File: src/rtl/receptor_paridad.sv
// Serial frame receiver for the XOR-parity link: start, DATA_BITS data (LSB first), parity, stop.
// Define PARIDAD_IMPAR_EN for odd parity; the default build checks even parity.
module receptor_paridad #(
    parameter int DATA_BITS    = 8,
    parameter int CLKS_PER_BIT = 16
) (
    input  logic                 clk,
    input  logic                 rst,
    input  logic                 rx,
    output logic [DATA_BITS-1:0] data,
    output logic                 valid,
    output logic                 parity_err,
    output logic                 frame_err,
    output logic                 busy
);

    localparam int CW = $clog2(CLKS_PER_BIT);
    localparam int BW = (DATA_BITS > 1) ? $clog2(DATA_BITS) : 1;

    localparam logic [CW-1:0] HALF_LAST = CW'(CLKS_PER_BIT / 2 - 1);
    localparam logic [CW-1:0] BIT_LAST  = CW'(CLKS_PER_BIT - 1);
    localparam logic [BW-1:0] DATA_LAST = BW'(DATA_BITS - 1);

    typedef enum logic [2:0] {
        S_IDLE,
        S_START,
        S_DATA,
        S_PARITY,
        S_STOP,
        S_DONE,
        S_BREAK
    } state_t;

    state_t                 state_q;
    logic                   rx_meta_q;
    logic                   rx_s_q;
    logic [CW-1:0]          cnt_q;
    logic [BW-1:0]          bit_q;
    logic [DATA_BITS-1:0]   shift_q;
    logic [DATA_BITS-1:0]   shift_d;
    logic                   par_q;
    logic                   stop_q;
    logic [DATA_BITS-1:0]   data_q;
    logic                   valid_q;
    logic                   perr_q;
    logic                   ferr_q;
    logic                   busy_q;
    logic                   perr_d;
    logic                   cnt_hit;

    // Two-flop synchronizer; the line idles high so reset preloads ones.
    always_ff @(posedge clk) begin
        if (rst) begin
            rx_meta_q <= 1'b1;
            rx_s_q    <= 1'b1;
        end else begin
            rx_meta_q <= rx;
            rx_s_q    <= rx_meta_q;
        end
    end

    generate
        if (DATA_BITS == 1) begin : g_shift_one
            assign shift_d = rx_s_q;
        end else begin : g_shift_many
            assign shift_d = {rx_s_q, shift_q[DATA_BITS-1:1]};
        end
    endgenerate

    always_comb begin
        perr_d = (^shift_q) ^ par_q;
`ifdef PARIDAD_IMPAR_EN
        perr_d = ~((^shift_q) ^ par_q);
`endif
    end

    // The start bit is sampled half a period in; every later sample is a full period apart.
    always_comb begin
        cnt_hit = (cnt_q == BIT_LAST);
        if (state_q == S_START) begin
            cnt_hit = (cnt_q == HALF_LAST);
        end
    end

    always_ff @(posedge clk) begin
        if (rst) begin
            state_q <= S_IDLE;
            cnt_q   <= '0;
            bit_q   <= '0;
            shift_q <= '0;
            par_q   <= 1'b0;
            stop_q  <= 1'b0;
            data_q  <= '0;
            valid_q <= 1'b0;
            perr_q  <= 1'b0;
            ferr_q  <= 1'b0;
            busy_q  <= 1'b0;
        end else begin
            valid_q <= 1'b0;
            case (state_q)
                S_IDLE: begin
                    cnt_q <= '0;
                    bit_q <= '0;
                    if (!rx_s_q) begin
                        state_q <= S_START;
                        busy_q  <= 1'b1;
                    end
                end
                S_START: begin
                    if (cnt_hit) begin
                        cnt_q <= '0;
                        if (rx_s_q) begin
                            state_q <= S_IDLE;
                            busy_q  <= 1'b0;
                        end else begin
                            state_q <= S_DATA;
                        end
                    end else begin
                        cnt_q <= cnt_q + 1'b1;
                    end
                end
                S_DATA: begin
                    if (cnt_hit) begin
                        cnt_q   <= '0;
                        shift_q <= shift_d;
                        if (bit_q == DATA_LAST) begin
                            state_q <= S_PARITY;
                        end else begin
                            bit_q <= bit_q + 1'b1;
                        end
                    end else begin
                        cnt_q <= cnt_q + 1'b1;
                    end
                end
                S_PARITY: begin
                    if (cnt_hit) begin
                        cnt_q   <= '0;
                        par_q   <= rx_s_q;
                        state_q <= S_STOP;
                    end else begin
                        cnt_q <= cnt_q + 1'b1;
                    end
                end
                S_STOP: begin
                    if (cnt_hit) begin
                        cnt_q   <= '0;
                        stop_q  <= rx_s_q;
                        state_q <= S_DONE;
                    end else begin
                        cnt_q <= cnt_q + 1'b1;
                    end
                end
                S_DONE: begin
                    valid_q <= 1'b1;
                    data_q  <= shift_q;
                    perr_q  <= perr_d;
                    ferr_q  <= ~stop_q;
                    if (stop_q) begin
                        state_q <= S_IDLE;
                        busy_q  <= 1'b0;
                    end else begin
                        state_q <= S_BREAK;
                    end
                end
                S_BREAK: begin
                    // A line held low must go high before another start can be seen.
                    if (rx_s_q) begin
                        state_q <= S_IDLE;
                        busy_q  <= 1'b0;
                    end
                end
                default: begin
                    state_q <= S_IDLE;
                    busy_q  <= 1'b0;
                end
            endcase
        end
    end

    assign data       = data_q;
    assign valid      = valid_q;
    assign parity_err = perr_q;
    assign frame_err  = ferr_q;
    assign busy       = busy_q;

endmodule
File: config.mk
export PLATFORM = sky130hd
export DESIGN_NAME = receptor_paridad
export DESIGN_NICKNAME = d
export VERILOG_FILES = /design/src/rtl/receptor_paridad.sv
export SDC_FILE = /design/constraint.sdc
export NUM_CORES = 1
export LEC_CHECK = 0
export CORE_ASPECT_RATIO = 1.5
export CORE_UTILIZATION = 55
export CTS_BUF_LIST = sky130_fd_sc_hd__clkbuf_4
export DETAILED_ROUTE_END_ITERATION = 10
export PLACE_DENSITY = 0.76
export SYNTH_ARGS = -nofsm -noshare
export SYNTH_HDL_FRONTEND = slang
export SYNTH_SLANG_ARGS = --single-unit
File: constraint.sdc
create_clock -name clk -period 2.3 [get_ports clk]
set_input_delay 0.345 -clock clk [delete_from_list [all_inputs] [get_ports clk]]
set_output_delay 0.345 -clock clk [all_outputs]
set_load 0.005 [all_outputs]
After elaboration in Yosys (flattened, before gate mapping):

Cells that the tools add are included.

* add/subtract/negate cells: 2
* eq/ne operators: 18
* mux-type cells: 22
* bitwise operators: 3
* reductions and logical operators: 12

Operators with widths (number)
* 2-to-1 mux 3 bit: 10
* case mux 3 bit (7 select lines): 1
* inequality test 2 bit, second input constant: 9
* == test 3 bit, second input constant: 4
* case mux 4 bit (2 select lines): 1
* XOR reduction 8 bit: 1
* AND reduction 7 bit: 1
* == test 3 x 2 -> 1 bit, second input constant: 2
* 2-to-1 mux 1 bit: 6
* case mux 3 bit (2 select lines): 1
* AND reduction 2 bit: 3
* case mux 1 bit (5 select lines): 1
* adder 4 x 1 -> 4 bit, second input constant: 1
* == test 4 x 3 -> 1 bit, second input constant: 1
* == test 4 bit, second input constant: 1
* 2-to-1 mux 4 bit: 1
* AND reduction 4 bit: 1
* nonzero test 2 bit: 2
* OR reduction 4 bit: 1
* adder 3 x 1 -> 3 bit, second input constant: 1
* == test 3 x 1 -> 1 bit, second input constant: 1
* logical NOT 3 bit: 1
* AND reduction 3 bit: 1
* OR reduction 3 bit: 1
* other kinds (3): 4

* bits in registers: 34
* logic and storage cells: 70

Longest topological paths before layout:

Gate-level depths: netlist (run 1).

* depth after elaboration: 4
* depth in mapped cells: 6
* gate-level depth less buffers: 6

Worst setup path before layout (run 1):

Ideal clock, no wire load.

* path kind: reg-to-reg
* start: register cnt_q[0]
* end: register par_q
* library setup time: 128 ps
* arrival time: 1329 ps
* setup slack: 843 ps
* cell stages (with the launch flop): 7
* clock period less this slack: 1457 ps
* cells stage by stage: dfxtp_1 -> ha_1 -> nand4_1 -> buf_2 -> nor3b_2 -> mux2i_1 -> nor2_1

* word-level cells in the longest chain between the ends: 3
* elaborated cells on any way between the ends: 4
* those cells by class: eq/ne: 2; mux: 1; reduce/logical: 1

Ends and longest elaborated chain
* from (decl): RTL line 37 `logic [CW-1:0] cnt_q;`
* from (signal assigned): RTL line 119 `cnt_q <= cnt_q + 1'b1;`
* from (signal assigned): RTL line 132 `cnt_q <= cnt_q + 1'b1;`
* from (signal assigned): RTL line 141 `cnt_q <= cnt_q + 1'b1;`
* == test 4 bit or == test 4 x 3 -> 1 bit (tied branches): RTL line 79, 81
* 2-to-1 mux 1 bit *: RTL line 80 `if (state_q == S_START) begin`
* AND reduction 2 bit (no source line) *
* to (signal assigned): RTL line 138 `par_q <= rx_s_q;`
* to (decl): RTL line 41 `logic par_q;`

Mark *: on every way between the ends. The rest lies on a longest branch, timed or not.
A chain may end at the register's enable or synchronous reset.

Worst setup path after layout (run 1):

* start: register state_q[0]
* end: register shift_q[3]

* word-level cells in the longest chain between the ends: 3
* elaborated cells on any way between the ends: 4
* those cells by class: eq/ne: 2; mux: 1; reduce/logical: 1

Ends and longest elaborated chain
* from (decl): RTL line 34 `state_t state_q;`
* from (signal assigned): RTL line 87 `state_q <= S_IDLE;`
* from (signal assigned): RTL line 105 `state_q <= S_START;`
* from (signal assigned): RTL line 113 `state_q <= S_IDLE;`
* == test 3 x 1 -> 1 bit: RTL line 80
* 2-to-1 mux 1 bit: RTL line 80
* AND reduction 2 bit (no source line) *
* to (signal assigned): RTL line 125 `shift_q <= shift_d;`
* to (decl): RTL line 39 `logic [DATA_BITS-1:0] shift_q;`

Marks and branches as above.

==> flow_metrics.tcl, run 1 <==
set metrics [dict create \
    arrival_ns 1.96 \
    finClkSkew_ns 0.00645 \
    die_h_um 70.3 \
    initial_core_util_pct 58.2 \
    yosysWarnings 0 \
    coreArea_um2 2940 \
    synth_seq_area_share_pct 39.8 \
    slew_violations 0 \
    syn_area_per_cell_um2 8.56 \
    synth_top_area_share_pct 39.8 \
    drc 0 \
    globalRouteOverflowTotal 0 \
    tns_ns 0 \
    num_rows 24 \
    cts_resized 0 \
    yosysMostFrequentCell "dfxtp_1" \
    die_w_um 47.6 \
    placed_cell_area_um2 1820 \
    diodes 0 \
    grt_use_total_pct 24.0 \
    grt_pass1_vias 1401 \
    vdd_drop_max_uv 436 \
    powerDensity_nw_per_um2 534 \
    clk-insertion-delay-late_ns 0.33 \
    synth_edf_count 0 \
    tightest_slew_ns 0.640 \
    ys_async_sr_fraction_pct 0 \
    finalNonFillerCells 249 \
    synth_seq_cells 34 \
    outcome "complete, no violations" \
    drt_iter0_drc 35 \
    cts_tree "done" \
    cp_max_fo 20 \
    cts_root_buf "clkbuf_4" \
    synth_ff_type "dfxtp_1" \
    grt_antenna_before_repair 0 \
    hold_slack_ns 0.430 \
    seq_area_um2 681 \
    dpl.cell_count 241 \
    dp_hpwl_um 2580 \
    synth_area_um2 1710 \
    fill_cells 287 \
    path_clk_slew_ns 0.10 \
    crit_required_ns 2.56 \
    clock-sinks 34 \
    clockBufferDepth 2 \
    postCtsSetupBuffers 0 \
    cap_viol_max_count 0 \
    syn_nets 206 \
    synth_top_cell_by_area "dfxtp_1" \
    syn_to_final_growth_pct 9.50 \
    vias 1449 \
    ctsHoldBuffers 0 \
    gp_congestion 0.844 \
    grt_max_degree 21 \
    synth_area_leaders "dfxtp_1, a21oi_1, nand2_1" \
    grt_pass1_wl_um 5860 \
    end_kind "register" \
    finalHoldViolations 0 \
    hp-class "register to register" \
    final-setup-viol-count 0 \
    drive_gt1_share_pct 11.0 \
    routed_wl_um 3560 \
    htree_levels 2 \
    ant_nets 0 \
    leakagePower_nw 0.682 \
    synth_cells 200 \
    rsz0062_at_grt "false" \
    post-route-cell-area_um2 1870 \
    synthTopCellsByCount "dfxtp_1, nand2_1, a21oi_1, o21ai_0, nor2_1" \
    io_buffer_count 14 \
    fmax_mhz 589 \
    avgRoutedWirePerCell_um 14.3 \
    multiInputGateArea_um2 902 \
    cts_buffers 5 \
    synth_cell_type_count 47 \
    die-area_um2 3340 \
    routed_via_density 5.82 \
    ioPinCount 15 \
    min_period_ns 1.70 \
    critPathKind "register to register" \
    firstDrtPassIters 4 \
    nets 215 \
    layout_worst_path_cycle_share_pct 73.8 \
    slew_headroom_pct 57.3 \
    worstSetupStartpointType "register" \
]
-- metrics by stage --
step	setup WS, ns	utilization, %	power (mW)
floorplan	0.843	-	0.685
global placement	0.697	61.9	0.687
CTS	0.607	63.7	1.01
detailed placement	0.597	61.9	0.691
finish	0.602	63.7	1.00
global route	0.430	63.7	1.04
-- sequential cells by signal, indices dropped and copies added, names as in the netlist --
name,cells
par_q,1
frame_err,1
cnt_q,4
busy,1
stop_q,1
parity_err,1
valid,1
shift_q,8
bit_q,3
rx_meta_q,1
rx_s_q,1
data,8
state_q,3
-- report_power, final --
| group | switching (mW) | leakage (nW) | internal (mW) |
|---|---|---|---|
| combinational | 0.0340 | 0.375 | 0.0294 |
| sequential | 0.0192 | 0.275 | 0.596 |
| clock | 0.195 | 0.0331 | 0.127 |
-- cell families after synthesis --
group                      count (synthesis)  synth area share, %
AOI/OAI and AO/OA                         58                 20.6
and+or+nand+nor                           74                 23.1
adders and majority gates                  3                 2.19
buffers and inverters                     20                 7.53
DFF                                       34                 39.8
xor gates and xnor gates                   7                 4.39
muxes                                      4                 2.41
-- routing by layer --
metal / GRT usage, % / vias up / share of wire (%) / wire length [um]
met5: 0 / - / 0 / 0
met4: 8.95 / 0 / 1.5 / 53
met3: 7.75 / 5 / 2.9 / 105
met2: 43.1 / 20 / 55 / 1950
met1: 23.8 / 706 / 41 / 1460
li1: - / 718 / - / -
-- critical path, cell delays in order (launching register included) --
cell,delay (ns)
dfxtp_1,0.75
or2_1,0.37
buf_4,0.22
o21ai_0,0.11
a21oi_1,0.17
-- final timing paths --
path,startpoint,end,slack [ns],cells after the start
worst max-delay path,state_q[0],shift_q[3],0.60,4
worst min-delay path,rx_meta_q,rx_s_q,0.43,1
worst max register to register,state_q[0],shift_q[3],0.60,4
worst min register to register,rx_meta_q,rx_s_q,0.43,1
-- final cells by class --
class / count / area share [%]
Clock buffer: 6 / 2.40
Tap cell: 39 / 2.60
Multi-Input combinational cell: 146 / 48.1
Inverter: 3 / 0.601
Timing Repair Buffer: 19 / 9.48
Sequential cell: 34 / 36.3
Clock inverter: 2 / 0.467
-- layout by cell type (no fill, tap or decap), types with 3 or more instances in the layout --
master           synthesis  layout
ha_1                     3       3
inv_1                    3       3
clkbuf_4                 0       6
clkdlybuf4s50_1          0      14
mux2i_1                  3       3
and2_1                   4       4
nor2_1                  10      10
and3_1                   3       3
o21ai_0                 13      13
a21oi_1                 25      25
nand4_1                  4       4
a211oi_1                 4       4
xnor2_1                  4       4
nand2_1                 32      32
nor3_1                   4       4
buf_4                    2       5
dfxtp_1                 34      34
Power figures use the tool's default switching activity.
==> inputs of run 2 (changes only) <==
==> constraint.sdc (replaced) <==
create_clock -name clk -period 1.6 [get_ports clk]
set_input_delay 0.24 -clock clk [delete_from_list [all_inputs] [get_ports clk]]
set_output_delay 0.24 -clock clk [all_outputs]
set_load 0.005 [all_outputs]
==> flow_metrics.tcl, run 2 (synthesis gave the netlist of run 1 again) <==
set metrics [dict create \
    vdd_drop_max_uv 729 \
    coreArea_um2 2940 \
    tightest_slew_ns 0.351 \
    htree_levels 2 \
    ioPinCount 15 \
    final-setup-viol-count 0 \
    die_h_um 70.3 \
    r2r_slack_ns 0.02 \
    clk-insertion-delay-late_ns 0.34 \
    io_buffer_count 14 \
    avgRoutedWirePerCell_um 14.5 \
    placed_cell_area_um2 1890 \
    slew_violations 0 \
    finalHoldViolations 0 \
    finish.utilization_pct 68.2 \
    outcome "complete, no violations" \
    dp_hpwl_um 2690 \
    globalRouteOverflowTotal 0 \
    min_from "rx_meta_q" \
    die_w_um 47.6 \
    cts_buffers 5 \
    pre_cts_ws_ns -0.00766 \
    arrival_ns 1.81 \
    gp_congestion 0.828 \
    post-route-cell-area_um2 2010 \
    hold_slack_ns 0.433 \
    min_to "rx_s_q" \
    path_clk_slew_ns 0.10 \
    initial_core_util_pct 58.2 \
    reg2reg_from "bit_q[0]" \
    die-area_um2 3340 \
    finClkSkew_ns 0.00801 \
    cts_tree "done" \
    hold_depth 1 \
    fmax_mhz 631 \
    grt_pass1_vias 1417 \
    grt_pass1_wl_um 6090 \
    final_common_cell "nand2_1" \
    grt_max_degree 16 \
    ant_nets 0 \
    drive_gt1_share_pct 21.2 \
    ctsHoldBuffers 0 \
    dpl.cell_count 250 \
    vias 1501 \
    drt_iter0_drc 43 \
    r2r_cells 7 \
    cap_viol_max_count 0 \
    cp_max_fo 3 \
    min_period_ns 1.58 \
    worst_slack_ns 0.0152 \
    powerDensity_nw_per_um2 724 \
    cts_root_buf "clkbuf_4" \
    clockBufferDepth 2 \
    layout_worst_path_cycle_share_pct 99.1 \
    grt_use_total_pct 25.2 \
    leakagePower_nw 0.737 \
    worstSetupStartpointType "register" \
    nets 227 \
    end_kind "register" \
    syn_to_final_growth_pct 17.3 \
    finalNonFillerCells 261 \
    grt_antenna_before_repair 0 \
    fin_total_pwr_mw 1.45 \
    final_cell_mix "nand2_1, dfxtp_1, a21oi_1, buf_4, clkdlybuf4s50_1" \
    fill_cells 254 \
    routed_wl_um 3780 \
    r2r_end "bit_q[0]" \
    clock-sinks 34 \
    crit_required_ns 1.83 \
    tns_ns 0 \
    critPathKind "register to register" \
    num_rows 24 \
    firstDrtPassIters 5 \
    drc 0 \
    diodes 0 \
    slew_headroom_pct 76.5 \
    routed_via_density 5.75 \
    hp-class "register to register" \
]
==> run 2: cell types whose count changed in the layout (fill, tap and decap cells not counted), moves of 3 or more <==
cell	change
nor3_2	+3
dfxtp_2	+5
ha_1	-3
nor3_1	-3
dfxtp_1	-6
buf_4	+12
==> run 2: where the power goes <==
group	leakage, nW	internal [mW]	switching [mW]
clock network	0.0286	0.163	0.293
registers	0.278	0.856	0.0205
logic	0.431	0.0556	0.0646
==> run 2: layer usage <==
layer  routed length, um  global-route usage, %  vias to the layer above
met4                  45                   9.57                        0
li1                    -                      -                      746
met3                 160                   7.24                        4
met5                   0                      0                        -
met2                2070                   43.5                       39
met1                1500                   27.3                      712
==> run 2: critical path, stage by stage (launching register included) <==
cell and delay (ns):
dfxtp_4 0.36, ha_2 0.17, ha_2 0.17, nand4b_1 0.20, buf_4 0.17, and2_1 0.15, o21ai_1 0.18, a21oi_1 0.08
==> run 2: final cells by class <==
type,instances,area (um^2),share of cell area (%)
Inverter,3,11.3,0.561
Multi-Input combinational cell,146,935,46.6
Timing Repair Buffer,31,268,13.3
Tap cell,39,48.8,2.43
Clock inverter,3,16.3,0.810
Clock buffer,5,37.5,1.87
Sequential cell,34,691,34.4
==> run 2: timing repair <==
action / 4_1_cts / 5_1_grt
gates resized for setup: 1 / 15
pin swaps: 0 / 6
setup endpoints to repair: 4 / 18
setup buffers: 1 / 2
==> run 2: worst max-delay path by stage <==
| stage | startpoint | endpoint | slack [ns] | cells past startpoint |
|---|---|---|---|---|
| 3_5_place_dp | bit_q[0] | bit_q[0] | -0.008 | 6 |
| 5_1_grt | bit_q[0] | bit_q[0] | -0.04 | 7 |
| 4_1_cts | bit_q[0] | bit_q[0] | 0.04 | 7 |
| 2_1_floorplan | cnt_q[0] | par_q | 0.14 | 6 |
| 3_3_place_gp | cnt_q[0] | state_q[1] | 0.07 | 5 |
| 6_report | bit_q[0] | bit_q[0] | 0.02 | 7 |
